File: src/rtl/pll_seq_pkg.sv
// Shared definitions for the PLL clock sequencer: FSM state encoding and
// default timing constants for the 50 MHz board clock.
package pll_seq_pkg;

  typedef enum logic [2:0] {
    ST_RST_HOLD  = 3'd0,
    ST_WAIT_LOCK = 3'd1,
    ST_FILTER    = 3'd2,
    ST_ENABLE    = 3'd3,
    ST_RUN       = 3'd4,
    ST_FAIL      = 3'd5
  } pll_state_e;

  localparam int DEF_NUM_CLK      = 5;
  localparam int DEF_RST_CYCLES   = 100;
  localparam int DEF_LOCK_TIMEOUT = 50000;
  localparam int DEF_LOCK_STABLE  = 256;
  localparam int DEF_ENA_GAP      = 16;
  localparam int DEF_MAX_RETRY    = 3;

endpackage

File: src/rtl/lock_sync.sv
// Two-flop synchronizer bringing the raw PLL lock into the clkin domain.
module lock_sync (
  input  logic clk,
  input  logic rst_n,
  input  logic d,
  output logic q
);

  logic meta;

  // Two back-to-back flops; both clear to "not locked" on reset.
  always_ff @(posedge clk or negedge rst_n) begin
    if (!rst_n) begin
      meta <= 1'b0;
      q    <= 1'b0;
    end else begin
      meta <= d;
      q    <= meta;
    end
  end

endmodule

File: src/rtl/pll_clk_sequencer.sv
// Power-up / recovery sequencer for the core PLL: holds the PLL in reset,
// qualifies lock, opens the gated outputs one at a time and tears down on
// lock loss or a restart pulse. restart is a one-cycle pulse sampled directly
// on clkin and wins over every other event in the same cycle.
module pll_clk_sequencer
  import pll_seq_pkg::*;
#(
  parameter int                 NUM_CLK      = DEF_NUM_CLK,
  parameter logic [NUM_CLK-1:0] EN_MASK      = '1,
  parameter int                 RST_CYCLES   = DEF_RST_CYCLES,
  parameter int                 LOCK_TIMEOUT = DEF_LOCK_TIMEOUT,
  parameter int                 LOCK_STABLE  = DEF_LOCK_STABLE,
  parameter int                 ENA_GAP      = DEF_ENA_GAP,
  parameter int                 MAX_RETRY    = DEF_MAX_RETRY,
  localparam int                RC_W         = $clog2(MAX_RETRY + 1)
) (
  input  logic               clkin,
  input  logic               reset_n,
  input  logic               pll_lock,
  input  logic               restart,
  output logic               pll_reset,
  output logic [NUM_CLK-1:0] enclk,
  output logic               clk_ready,
  output logic               pll_fail,
  output logic [RC_W-1:0]    retry_cnt,
  output logic [7:0]         lock_loss_cnt,
  output logic [2:0]         state
);

  localparam int PH_MAX = (RST_CYCLES > ENA_GAP) ? RST_CYCLES : ENA_GAP;
  localparam int PH_W   = $clog2(PH_MAX + 1);
  localparam int TO_W   = $clog2(LOCK_TIMEOUT + 1);
  localparam int SB_W   = $clog2(LOCK_STABLE + 1);

  pll_state_e         state_q, state_d;
  logic [PH_W-1:0]    phase_q, phase_d;
  logic [TO_W-1:0]    tmo_q, tmo_d;
  logic [SB_W-1:0]    stab_q, stab_d;
  logic [NUM_CLK-1:0] enclk_d;
  logic [RC_W-1:0]    retry_d;
  logic [7:0]         loss_d;
  logic               lock_s;
  logic               tmo_hit;

  // Isolate the lowest set bit, used to pick the next output to open.
  function automatic logic [NUM_CLK-1:0] low_bit(input logic [NUM_CLK-1:0] v);
    return v & (~v + NUM_CLK'(1));
  endfunction

  lock_sync u_lock_sync (
    .clk   (clkin),
    .rst_n (reset_n),
    .d     (pll_lock),
    .q     (lock_s)
  );

  assign state   = state_q;
  assign tmo_hit = (tmo_q >= TO_W'(LOCK_TIMEOUT - 1));

  // Next-state, counter and output decode; restart overrides every state.
  always_comb begin
    state_d = state_q;
    phase_d = '0;
    enclk_d = '0;
    retry_d = retry_cnt;
    loss_d  = lock_loss_cnt;
    // Timeout runs through WAIT_LOCK and FILTER and saturates.
    tmo_d   = '0;
    if (state_q == ST_WAIT_LOCK || state_q == ST_FILTER) begin
      tmo_d = (&tmo_q) ? tmo_q : tmo_q + TO_W'(1);
    end
    stab_d  = '0;
    if (state_q == ST_FILTER && lock_s) begin
      stab_d = stab_q + SB_W'(1);
    end

    if (restart) begin
      state_d = ST_RST_HOLD;
      retry_d = '0;
    end else begin
      case (state_q)
        ST_RST_HOLD: begin
          if (phase_q == PH_W'(RST_CYCLES - 1)) begin
            state_d = ST_WAIT_LOCK;
          end else begin
            phase_d = phase_q + PH_W'(1);
          end
        end
        ST_WAIT_LOCK: begin
          if (lock_s) begin
            state_d = ST_FILTER;
          end else if (tmo_hit) begin
            if (retry_cnt == RC_W'(MAX_RETRY)) begin
              state_d = ST_FAIL;
            end else begin
              retry_d = retry_cnt + RC_W'(1);
              state_d = ST_RST_HOLD;
            end
          end
        end
        ST_FILTER: begin
          if (!lock_s) begin
            state_d = ST_WAIT_LOCK;
          end else if (stab_q == SB_W'(LOCK_STABLE - 1)) begin
            if (EN_MASK == '0) begin
              state_d = ST_RUN;
            end else begin
              state_d = ST_ENABLE;
              enclk_d = low_bit(EN_MASK);
            end
          end
        end
        ST_ENABLE: begin
          if (!lock_s) begin
            state_d = ST_RST_HOLD;
          end else if (phase_q == PH_W'(ENA_GAP - 1)) begin
            if (enclk == EN_MASK) begin
              state_d = ST_RUN;
              enclk_d = enclk;
            end else begin
              enclk_d = enclk | low_bit(EN_MASK & ~enclk);
            end
          end else begin
            phase_d = phase_q + PH_W'(1);
            enclk_d = enclk;
          end
        end
        ST_RUN: begin
          if (!lock_s) begin
            state_d = ST_RST_HOLD;
            if (lock_loss_cnt != 8'hFF) begin
              loss_d = lock_loss_cnt + 8'd1;
            end
          end else begin
            enclk_d = enclk;
          end
        end
        ST_FAIL: begin
          state_d = ST_FAIL;
        end
        default: begin
          state_d = ST_RST_HOLD;
        end
      endcase
    end

    if (state_d == ST_RUN) begin
      retry_d = '0;
    end
  end

  // State, counters and registered outputs.
  always_ff @(posedge clkin or negedge reset_n) begin
    if (!reset_n) begin
      state_q       <= ST_RST_HOLD;
      phase_q       <= '0;
      tmo_q         <= '0;
      stab_q        <= '0;
      pll_reset     <= 1'b1;
      enclk         <= '0;
      clk_ready     <= 1'b0;
      pll_fail      <= 1'b0;
      retry_cnt     <= '0;
      lock_loss_cnt <= '0;
    end else begin
      state_q       <= state_d;
      phase_q       <= phase_d;
      tmo_q         <= tmo_d;
      stab_q        <= stab_d;
      pll_reset     <= (state_d == ST_RST_HOLD) || (state_d == ST_FAIL);
      enclk         <= enclk_d;
      clk_ready     <= (state_d == ST_RUN);
      pll_fail      <= (state_d == ST_FAIL);
      retry_cnt     <= retry_d;
      lock_loss_cnt <= loss_d;
    end
  end

endmodule

File: config.mk
export PLATFORM = sky130hd
export DESIGN_NAME = pll_clk_sequencer
export DESIGN_NICKNAME = d
export VERILOG_FILES = /design/src/rtl/pll_seq_pkg.sv /design/src/rtl/lock_sync.sv /design/src/rtl/pll_clk_sequencer.sv
export SDC_FILE = /design/constraint.sdc
export NUM_CORES = 1
export LEC_CHECK = 0
export BUFFER_PORTS_ARGS = -buffer_cell sky130_fd_sc_hd__buf_2
export CAP_MARGIN = 10
export CORE_ASPECT_RATIO = 0.75
export CORE_UTILIZATION = 53
export DETAILED_ROUTE_END_ITERATION = 10
export GPL_TIMING_DRIVEN = 0
export PLACE_DENSITY = 0.79
export SLEW_MARGIN = 40
export SYNTH_ARGS = -nofsm -noshare
export SYNTH_HDL_FRONTEND = slang
export SYNTH_SLANG_ARGS = --single-unit
export TNS_END_PERCENT = 100
File: constraint.sdc
create_clock -name clkin -period 1.8 [get_ports clkin]
set_input_delay 0.27 -clock clkin [delete_from_list [all_inputs] [get_ports clkin]]
set_output_delay 0.27 -clock clkin [all_outputs]
set_load 0.01 [all_outputs]
Yosys cells after proc, flatten, opt, wreduce, memory -nomap -nowiden --
Cells that the tools add are included.
Storage, ports and cells: output and inout port bits 21, word-level logic and storage cells 89, bits in registers 55, input bits 4
Cells by class: order comparisons 1, reduce and logical (&&, ||, !) cells 11, multiplexer cells 34, equal/unequal tests 19, add/subtract/negate cells 6, bitwise gates (word level) 6
Operators with widths (count):
- 3-bit two-way mux | 11
- 16-bit two-way mux | 2
- 7-bit two-way mux | 4
- 5-bit two-way mux | 5
- 3-bit one-hot mux with 6 select lines | 1
- 16-bit by 1-bit adder with 16-bit output (second input constant) | 1
- 16-bit greater-or-equal comparator (second input constant) | 1
- 16-bit AND reduction | 1
- 5-bit one-hot mux with 3 select lines | 1
- 7-bit one-hot mux with 2 select lines | 1
- 3-bit equality test (second input constant) | 4
- 2-bit two-way mux | 6
- 5-bit inverter | 2
- 9-bit by 1-bit adder with 9-bit output (second input constant) | 1
- 9-bit by 8-bit equality test with 1-bit output (second input constant) | 1
- 9-bit two-way mux | 1
- 8-bit by 1-bit adder with 8-bit output (second input constant) | 1
- 4-bit inequality test (second input constant) | 2
- 8-bit inequality test (second input constant) | 1
- 4-bit AND reduction | 2
- 7-bit by 1-bit adder with 7-bit output (second input constant) | 1
- 7-bit by 4-bit equality test with 1-bit output (second input constant) | 1
- 7-bit equality test (second input constant) | 1
- 3-bit by 2-bit equality test with 1-bit output (second input constant) | 2
- 17 further kinds | 23

Depth between registers and ports, before layout --
Gate-level depths: netlist of the first run.
depth in word-level cells 10, mapped depth 8, mapped depth without buffers 8

Cells and area by module --
From an unflattened synthesis of the first run, not the netlist that was laid out.
Second synthesis, totals: cell total of the unflattened synthesis 278, area, all modules 2830.2 um^2
Modules (own cells, without submodules):
- pll_clk_sequencer | instances 1, cells each 276, seq. area each 1327.5 um^2, area each 2780.2 um^2
- lock_sync | instances 1, cells each 2, seq. area each 50.0 um^2, area each 50.0 um^2

Worst setup path after synthesis of the first run --
OpenSTA, ideal clock, no wires.
path type reg-to-reg, from register tmo_q[0], to register tmo_q[13], arrival 1772 ps, buffers on the path 1, setup time 132 ps, stages on the path, launching flop included 8, slack -104 ps, cell sequence dfrtp_1 > ha_1 > and3_1 > and3_1 > buf_4 > a2111oi_1 > xnor2_1 > nor2_1
On the way: cells in the longest elaborated chain, start to end 3, elaborated cells on any way between the ends 5, classes of those cells 1 x add/sub; 1 x eq/ne; 2 x mux; 1 x reduce/logical
RTL lines:
- start, declared | line pll_clk_sequencer.sv:37 | logic [TO_W-1:0] tmo_q, tmo_d;
- start signal, assigned | line pll_clk_sequencer.sv:168 | tmo_q <= tmo_d;
- 16-bit by 1-bit adder with 16-bit output | line pll_clk_sequencer.sv:70 | tmo_d = (&tmo_q) ? tmo_q : tmo_q + TO_W'(1);
- 16-bit two-way mux | line pll_clk_sequencer.sv:70
- 16-bit two-way mux | line pll_clk_sequencer.sv:69 | if (state_q == ST_WAIT_LOCK || state_q == ST_FILTER) begin
Several ways; a longest one is shown, not always the timed one. The select of a mux whose other input is x is not followed. A chain may end at the register's enable or synchronous reset.

Worst setup path after layout of the first run --
from register tmo_q[13], to register retry_cnt[0]
On the way: cells in the longest elaborated chain, start to end 8, elaborated cells on any way between the ends 12, classes of those cells 1 x order compare; 3 x eq/ne; 5 x mux; 3 x reduce/logical
RTL lines:
- 16-bit greater-or-equal comparator (*) | line pll_clk_sequencer.sv:58 | assign tmo_hit = (tmo_q >= TO_W'(LOCK_TIMEOUT - 1));
- 3-bit two-way mux | line pll_clk_sequencer.sv:92 | end else if (tmo_hit) begin
- 3-bit two-way mux | line pll_clk_sequencer.sv:90 | if (lock_s) begin
- 3-bit one-hot mux with 6 select lines | line pll_clk_sequencer.sv:81 | case (state_q)
- 3-bit two-way mux | line pll_clk_sequencer.sv:77 | if (restart) begin
- 3-bit equality test | line pll_clk_sequencer.sv:147 | if (state_d == ST_RUN) begin
- 3-bit inequality test (no source line) (tied with other cells)
- 4-bit AND reduction (no source line)
- end signal, assigned | line pll_clk_sequencer.sv:174 | retry_cnt <= retry_d;
- end, declared | line pll_clk_sequencer.sv:25 | output logic [RC_W-1:0] retry_cnt,
Every way passes the cells marked *; elsewhere a longest branch is shown, timed or not.

==> impl_metrics.yaml, run 1 <==
status:
  run_status: "finished, violations left"
  violations: "hold timing, setup timing"
power_and_ir_drop:
  p_per_area_nw_per_um2: 562
  power.total_mw: 2.03
  ir_drop_mv: 0.618
  p_leak_nw: 1.54
  power.switching_mw: 0.480
  pwr-share-clk: 0.333
  pwr-share-comb: 0.046
  p_sw_frac: 0.236
  p_int_mw: 1.55
  p_seq_frac: 0.621
floorplanning:
  floorplan.core_area_sq_um: 4980
  io_pins: 25
  placementRows: 22
  initial_core_util: 0.559
  die-area_sq_um: 5550
  die_h_microns: 64.8
  fp.dieW_microns: 85.7
layout:
  fillerInstances: 339
  final_layout_size_suffix_gt1_frac: 0.353
  diodes: 0
  multiInputGateArea_sq_um: 1680
  area.growth.synth_to_final_pct: 29.7
  finalCoreUtilization: 0.726
  finalNetCount: 343
  final_common_cell: "dfrtp_1"
  seq_area_sq_um: 1380
  layout_common_cells: "51 x dfrtp_1, 41 x nor2_1, 28 x buf_4"
logic_synthesis:
  synth_flop_cell: "dfrtp_1"
  synth_top_family_by_area: "simple AND/OR/NAND/NOR gates"
  syn_avg_cell_area_sq_um: 10.0
  syn_inst: 278
  synth_top_cell_by_area: "dfrtp_1"
  ys_ff_latch: 55
  yosys.area_share.simple: 0.242
  ys_async_sr_fraction: 1.00
  synth.top_cell.area_share: 0.485
  synth_edf_count: 0
  synth_area_sq_um: 2790
  synthTopCellsByArea: "dfrtp_1 48%, xnor2_1 6.3%, nor2_1 5.5%"
  synthXorXnorAreaFrac: 0.0880
  ys_seq_area_frac: 0.494
  yosys_warnings: 0
  syn_nets: 288
  muxShareOfSynthArea: 0.00763
  synth_cell_types: 50
  synth_compound_area_frac: 0.118
  synthAdderAreaFrac: 0.0269
setup_path:
  slowest_stage: "or4_4"
  crit_type: "register to register"
  rrSetupSlack_ns: -0.06
  r2r_start: "tmo_q[13]$_DFFE_PN0P_"
  cp.required_ns: 1.99
  crit_family: "simple AND/OR/NAND/NOR gates"
  worstPathMaxFanout: 6
  path_cells: "or4_4, o211ai_2, xor2_1, a211oi_2"
  r2r.worst_path.cells: 4
  r2r-end: "retry_cnt[0]$_DFFE_PN0P_"
  crit_arrival_ns: 2.05
  cp-end-kind: "register"
  crit_path_max_incr_delay_ns: 0.61
  cp-start-kind: "register"
  critical_path_buf_inv_count: 0
global_route:
  grt_pass1_vias: 2230
  grt_overflow_total: 0
  groute.usage.overall: 0.247
  grt_pass1_wl_microns: 10700
  grt_max_degree: 56
  grt_antenna_before_repair: 0
sta:
  fin_tns_setup_ns: -0.129
  hold_violations: 24
  fin_crit_ns: 1.86
  relSlewSlack: 0.547
  worst_slack_ns: -0.0638
  rsz0062_at_grt: "yes"
  drv_slew: 0
  worst_hold_slack_ns: -0.0117
  tightest_slew_ns: 0.679
  finalSetupViolCount: 5
  clock.fmax_ghz: 0.537
  fin_worst_skew_ns: 0.00764
  post-route-period-util: 1.04
cts:
  clkLatencyLatePin_ns: 0.32
  cts_buffers: 5
  clockBufferDepth: 2
  root_buffer: "clkbuf_8"
  htreeDepth: 2
  hold_buffers: 0
  clock-sinks: 55
  clkTransAtPathRegs_ns: 0.10
  cts_tree: "built"
routing:
  ant_nets: 0
  drt_iter0_drc: 200
  num_vias: 2333
  vias_per_cell: 5.75
  wl_met3_microns: 291
  drt_first_pass_iters: 4
  drc: 0
  drt_wl_total_microns: 6870
  met2_length_microns: 3360
  routedWlPerCell_microns: 16.9
  highest_layer: "met4"
  wl_met1_microns: 3080
worst_hold_path:
  worstHoldPathType: "primary input to asynchronous set/reset pin"
placement:
  hpwlAfterDp_microns: 3790
  pre_cts_slack_ns: -0.393
  port_buffers: 24
  place.gp.congestion: 0.850
flow_run:
  cap_violations: 0
[logic make-up after synthesis]
family	count (synthesis)
adder cells (fa/ha/maj)	6
AND/OR/NAND/NOR	126
buffers and inverters	15
multiplexers	2
flip-flops	55
XOR/XNOR	28
AO/OA/AOI/OAI	46
[sequential cells by signal, summed over array words and instances, names as in the netlist, 2 cells and up]
| name | cells |
|---|---|
| state | 3 |
| stab_q | 9 |
| enclk | 5 |
| phase_q | 7 |
| tmo_q | 16 |
| retry_cnt | 2 |
| lock_loss_cnt | 8 |
[per-stage QoR]
stage          instance area (sq um)  instances  hold WS [ns]
2_1_floorplan                   2800        278       -0.0256
3_3_place_gp                    3010        374         0.334
3_5_place_dp                    3010        374         0.339
4_1_cts                         3380        398       0.00924
5_1_grt                         3610        406        0.0457
6_report                        3610        406       -0.0117
[power by group through the flow]
stage                     sequential, mW  clock (mW)  combinational (mW)
after floorplan                     1.28           0              0.0263
after global placement              1.28           0              0.0650
after detailed placement            1.28           0              0.0665
after CTS                           1.26       0.680              0.0758
after global routing                1.26       0.736               0.108
final                               1.26       0.677              0.0930
[cells in the mapped netlist (2+ instances only)]
library cell,n
dfrtp_1,54
nor2_1,41
xnor2_1,20
nand2_1,17
a21oi_1,14
nand3_1,13
and3_1,12
o21ai_0,11
inv_1,8
nor3_1,8
xor2_1,8
ha_1,6
nand4_1,6
or3_1,6
a211oi_1,4
clkbuf_1,4
a21o_1,3
or2_2,3
a2111oi_2,2
a311oi_1,2
a31oi_1,2
buf_2,2
nand2b_1,2
nor2b_1,2
nor3b_1,2
nor4_1,2
[worst max-delay path by stage]
stage,from,to,cells past startpoint
floorplan,tmo_q[1]$_DFFE_PN0P_,tmo_q[7]$_DFFE_PN0P_,7
global placement,tmo_q[0]$_DFFE_PN0P_,retry_cnt[1]$_DFFE_PN0P_,6
detailed placement,tmo_q[0]$_DFFE_PN0P_,retry_cnt[0]$_DFFE_PN0P_,6
CTS,tmo_q[0]$_DFFE_PN0P_,tmo_q[7]$_DFFE_PN0P_,6
global route,phase_q[1]$_DFF_PN0_,retry_cnt[0]$_DFFE_PN0P_,7
finish,tmo_q[13]$_DFFE_PN0P_,retry_cnt[0]$_DFFE_PN0P_,4
[layout make-up]
| cell class | count | share of cell area |
|---|---|---|
| Sequential cell | 55 | 0.382 |
| Clock buffer | 5 | 0.0190 |
| Tap cell | 72 | 0.0249 |
| Multi-Input combinational cell | 208 | 0.465 |
| Timing Repair Buffer | 51 | 0.0900 |
| Inverter | 8 | 0.00831 |
| Clock inverter | 3 | 0.00415 |
| Buffer | 4 | 0.00623 |
[per-layer routing]
metal | GRT usage | vias up
met2 | 0.410 | 63
met4 | 0.0563 | 0
li1 | - | 1099
met3 | 0.0548 | 16
met5 | 0 | -
met1 | 0.335 | 1155
[timing repair]
item	4_1_cts	5_1_grt
buffers inserted	17	10
pin swaps	16	17
gates resized for setup	33	33
setup endpoints to repair	19	44
gates cloned	0	0
(Power assumes the default switching activity.)
==> run 2, diff against run 1 <==
--- a/config.mk
+++ b/config.mk
@@ -11,7 +11,7 @@
 export CORE_UTILIZATION = 53
 export DETAILED_ROUTE_END_ITERATION = 10
 export GPL_TIMING_DRIVEN = 0
-export PLACE_DENSITY = 0.79
+export PLACE_DENSITY = 0.75
 export SLEW_MARGIN = 40
 export SYNTH_ARGS = -nofsm -noshare
 export SYNTH_HDL_FRONTEND = slang
==> impl_metrics.yaml, run 2 (synthesis results as in run 1) <==
global_route:
  grt_pass1_wl_microns: 10100
  grt_overflow_total: 0
  grt_max_degree: 56
  groute.usage.overall: 0.233
  grt_pass1_vias: 2162
  grt_antenna_before_repair: 0
layout:
  finalCoreUtilization: 0.726
  final_layout_size_suffix_gt1_frac: 0.343
  layout_common_cells: "50 x dfrtp_1, 40 x nor2_1, 25 x buf_4"
  largest_reg_flops: 16
  reg_top3: "tmo_q (16), stab_q (9), lock_loss_cnt (8)"
  area.growth.synth_to_final_pct: 29.7
  diodes: 0
  finalNetCount: 341
  final_common_cell: "dfrtp_1"
  largest_register: "tmo_q"
sta:
  tightest_slew_ns: 0.679
  rsz0062_at_grt: "yes"
  finalSetupViolCount: 0
  fin_worst_skew_ns: 0.0105
  worst_hold_slack_ns: -0.00868
  hold_violations: 10
  post-route-period-util: 0.991
  drv_slew: 0
  relSlewSlack: 0.547
  fin_crit_ns: 1.78
  clock.fmax_ghz: 0.561
  worst_slack_ns: 0.0164
placement:
  hpwlAfterDp_microns: 3730
  place.gp.congestion: 0.824
  port_buffers: 24
  pre_cts_slack_ns: -0.307
routing:
  drt_first_pass_iters: 4
  ant_nets: 0
  num_vias: 2304
  drt_iter0_drc: 156
  drt_wl_total_microns: 6510
  routedWlPerCell_microns: 16.1
  vias_per_cell: 5.70
  drc: 0
cts:
  cts_tree: "built"
  clkLatencyLatePin_ns: 0.31
  root_buffer: "clkbuf_8"
  clockBufferDepth: 2
  clkTransAtPathRegs_ns: 0.10
  cts_buffers: 5
  hold_buffers: 0
  htreeDepth: 2
  clock-sinks: 55
power_and_ir_drop:
  ir_drop_mv: 0.466
  pwr-share-comb: 0.040
  p_int_mw: 1.63
  pwr-share-clk: 0.356
  p_seq_frac: 0.604
  p_sw_frac: 0.218
  p_per_area_nw_per_um2: 576
  power.switching_mw: 0.455
  p_leak_nw: 1.51
floorplanning:
  placementRows: 22
  floorplan.core_area_sq_um: 4980
  die_h_microns: 64.8
  io_pins: 25
  fp.dieW_microns: 85.7
  die-area_sq_um: 5550
  initial_core_util: 0.559
setup_path:
  crit_arrival_ns: 2.00
  worstSetupStartpoint: "state[1]$_DFF_PN0_"
  r2r_start: "state[1]$_DFF_PN0_"
  cp-start-kind: "register"
  cp-end-kind: "register"
  cp.required_ns: 2.02
  crit_type: "register to register"
  worstPathMaxFanout: 10
status:
  violations: "hold timing"
  run_status: "finished, violations left"
worst_hold_path:
  worstHoldPathType: "primary input to asynchronous set/reset pin"
flow_run:
  cap_violations: 0
## run 2: cell types whose count changed in the layout (fill, tap and decap cells not counted), moves of 2 or more
| cell | previous run | this run |
|---|---|---|
| buf_4 | 28 | 25 |
| clkinv_2 | 3 | 0 |
| o21ai_2 | 0 | 3 |
| clkbuf_1 | 0 | 2 |
| clkbuf_8 | 5 | 7 |
| nor3b_1 | 0 | 2 |
| nor3b_2 | 2 | 0 |
| o21ai_1 | 3 | 1 |
## run 2: what timing repair did
item,in CTS,in global routing
setup buffers,19,5
pin swaps,18,16
setup endpoints to repair,20,34
hold endpoints to repair,0,0
resized for setup,28,38
## run 2: power by group through the flow
stage               registers, mW  logic (mW)  clock network (mW)
floorplan                    1.28      0.0263                   0
global placement             1.28      0.0651                   0
detailed placement           1.28      0.0664                   0
CTS                          1.26      0.0720               0.752
global route                 1.26      0.0941               0.804
finish                       1.26      0.0829               0.742
## run 2: layer usage
layer | global-route usage | share of wire | up-vias
li1 | - | - | 1095
met1 | 0.334 | 0.46 | 1127
met2 | 0.362 | 0.47 | 64
met3 | 0.0446 | 0.044 | 18
met4 | 0.0729 | 0.025 | 0
met5 | 0 | 0 | -
## run 2: final timing paths
kind | endpoint | slack, ns | depth (start not counted)
hold reg to reg | u_lock_sync.q$_DFF_PN0_ | 0.38 | 0
setup / recovery | retry_cnt[0]$_DFFE_PN0P_ | 0.02 | 6
setup reg to reg | retry_cnt[0]$_DFFE_PN0P_ | 0.02 | 6
hold / removal | enclk[3]$_DFFE_PN0P_ | -0.009 | 1
min in group clkin | u_lock_sync.meta$_DFF_PN0_ | 0.07 | 1
max in group asynchronous | u_lock_sync.q$_DFF_PN0_ | 1.31 | 1
## run 2: worst max-delay path, stage by stage, from the launching register on
cell and delay [ns]:
dfrtp_1 0.42, clkbuf_4 0.21, nor2b_4 0.15, and3_1 0.22, a21oi_2 0.31, a21oi_4 0.13, a211oi_2 0.25
## run 2: layout make-up
cell class,instances,area [sq um]
Buffer,5,26.3
Clock buffer,8,100
Fill cell,330,1370
Inverter,8,30.0
Multi-Input combinational cell,208,1680
Sequential cell,55,1380
Tap cell,72,90.1
Timing Repair Buffer,48,303
## run 2: metrics by stage
step | hold WS [ns] | area (sq um) | cells | TNS [ns] | total power, mW
3_5_place_dp | 0.336 | 3010 | 374 | -2.93 | 1.35
2_1_floorplan | -0.0256 | 2800 | 278 | 0 | 1.31
5_1_grt | 0.0497 | 3610 | 404 | -0.480 | 2.16
3_3_place_gp | 0.333 | 3010 | 374 | -2.46 | 1.34
6_report | -0.00868 | 3610 | 404 | 0 | 2.08
4_1_cts | 0.0186 | 3390 | 399 | 0 | 2.08
==> run 3, diff against run 2 <==
--- a/config.mk
+++ b/config.mk
@@ -10,7 +10,9 @@
 export CORE_ASPECT_RATIO = 0.75
 export CORE_UTILIZATION = 53
 export DETAILED_ROUTE_END_ITERATION = 10
+export GPL_ROUTABILITY_DRIVEN = 0
 export GPL_TIMING_DRIVEN = 0
+export HOLD_SLACK_MARGIN = 0.03
 export PLACE_DENSITY = 0.75
 export SLEW_MARGIN = 40
 export SYNTH_ARGS = -nofsm -noshare
==> impl_metrics.yaml, run 3 (synthesis results as in run 1) <==
status:
  run_status: "finished, final reports clean"
sta:
  hold_violations: 0
  worst_slack_ns: 0.0226
  clock.fmax_ghz: 0.563
  worst_hold_slack_ns: 0.0668
  post-route-period-util: 0.987
  tightest_slew_ns: 0.696
  relSlewSlack: 0.536
  fin_worst_skew_ns: 0.00977
  fin_crit_ns: 1.78
  finalSetupViolCount: 0
  drv_slew: 0
  rsz0062_at_grt: "yes"
layout:
  stdcell_count: 405
  diodes: 0
  final_layout_size_suffix_gt1_frac: 0.342
  fillerInstances: 329
  finalNetCount: 342
  final_common_cell: "dfrtp_1"
  reg_top3: "tmo_q (16), stab_q (9), lock_loss_cnt (8)"
  largest_register: "tmo_q"
  multiInputGateArea_sq_um: 1680
  layout_common_cells: "50 x dfrtp_1, 40 x nor2_1, 25 x buf_4"
  finalCoreUtilization: 0.728
  largest_reg_flops: 16
  area.growth.synth_to_final_pct: 30.1
  seq_area_sq_um: 1380
routing:
  drt_iter0_drc: 148
  drc: 0
  drt_wl_total_microns: 6510
  vias_per_cell: 5.71
  num_vias: 2314
  routedWlPerCell_microns: 16.1
  ant_nets: 0
  drt_first_pass_iters: 4
power_and_ir_drop:
  ir_drop_mv: 0.466
  p_leak_nw: 1.51
  p_per_area_nw_per_um2: 576
  power.total_mw: 2.09
cts:
  clock-sinks: 55
  clkLatencyLatePin_ns: 0.31
  clkTransAtPathRegs_ns: 0.10
  clockBufferDepth: 2
  root_buffer: "clkbuf_8"
  cts_tree: "built"
  cts_buffers: 5
  htreeDepth: 2
floorplanning:
  placementRows: 22
  io_pins: 25
  floorplan.core_area_sq_um: 4980
  initial_core_util: 0.559
  die-area_sq_um: 5550
  die_h_microns: 64.8
  fp.dieW_microns: 85.7
placement:
  place_inst: 374
  hpwlAfterDp_microns: 3730
  pre_cts_slack_ns: -0.307
  port_buffers: 24
setup_path:
  cp-end-kind: "register"
  worstPathMaxFanout: 3
  cp-start-kind: "register"
  crit_family: "simple AND/OR/NAND/NOR gates"
  cp.required_ns: 2.02
  slowest_stage: "or3_1"
  crit_type: "register to register"
  path_cells: "or3_1, nor4_4, buf_4, a311oi_2, nand2b_4, o311ai_4"
  crit_path_max_incr_delay_ns: 0.43
  crit_arrival_ns: 2.00
  critical_path_buf_inv_count: 1
global_route:
  grt_max_degree: 56
  grt_overflow_total: 0
  groute.usage.overall: 0.233
  grt_pass1_wl_microns: 10100
  grt_pass1_vias: 2162
  grt_antenna_before_repair: 0
worst_hold_path:
  worstHoldPathType: "primary input to register"
flow_run:
  cap_violations: 0
-- run 3: cell count changes in the layout (fill, tap and decap cells not counted), sizes merged --
cell         before  now
dlygate4sd3       0    1
-- run 3: stage by stage --
| step | setup TNS [ns] | instance area (sq um) |
|---|---|---|
| 5_1_grt | -0.480 | 3620 |
| 3_3_place_gp | -2.46 | 3010 |
| 2_1_floorplan | 0 | 2800 |
| 6_report | 0 | 3620 |
| 4_1_cts | 0 | 3400 |
| 3_5_place_dp | -2.93 | 3010 |
-- run 3: area by class of cell --
class	count	share of cell area
Timing Repair Buffer	49	0.0863
Tap cell	72	0.0249
Sequential cell	55	0.381
Clock buffer	8	0.0276
Multi-Input combinational cell	208	0.464
Buffer	5	0.00725
Inverter	8	0.00828
-- run 3: repair_timing --
action,in CTS,in global routing
pin swaps,18,16
endpoints found under the setup margin,20,34
gates resized for setup,28,38
hold endpoints to repair,26,0
setup buffers,19,5
hold buffers,1,0
-- run 3: per-layer routing --
| metal | up-vias | track usage | wire length (microns) |
|---|---|---|---|
| met3 | 14 | 0.0446 | 331 |
| li1 | 1096 | - | - |
| met2 | 68 | 0.362 | 3070 |
| met5 | - | 0 | 0 |
| met1 | 1136 | 0.334 | 2970 |
| met4 | 0 | 0.0729 | 140 |
-- run 3: final timing paths --
path | startpoint | endpoint | slack (ns) | cells after the start
max in group asynchronous | reset_n | tmo_q[13]$_DFFE_PN0P_ | 0.75 | 2
worst min register to register | u_lock_sync.meta$_DFF_PN0_ | u_lock_sync.q$_DFF_PN0_ | 0.38 | 0
min in group asynchronous | reset_n | enclk[3]$_DFFE_PN0P_ | 0.52 | 2
worst max-delay path | phase_q[4]$_DFF_PN0_ | pll_reset$_DFF_PN1_ | 0.02 | 6
worst max register to register | phase_q[4]$_DFF_PN0_ | pll_reset$_DFF_PN1_ | 0.02 | 6
worst min-delay path | pll_lock | u_lock_sync.meta$_DFF_PN0_ | 0.07 | 1
-- run 3: power by group --
part           internal [mW]  switching [mW]  total (mW)
Combinational         0.0314          0.0537      0.0851
Clock                  0.352           0.390       0.743
Sequential              1.25          0.0124        1.26
Total                   1.63           0.457        2.09
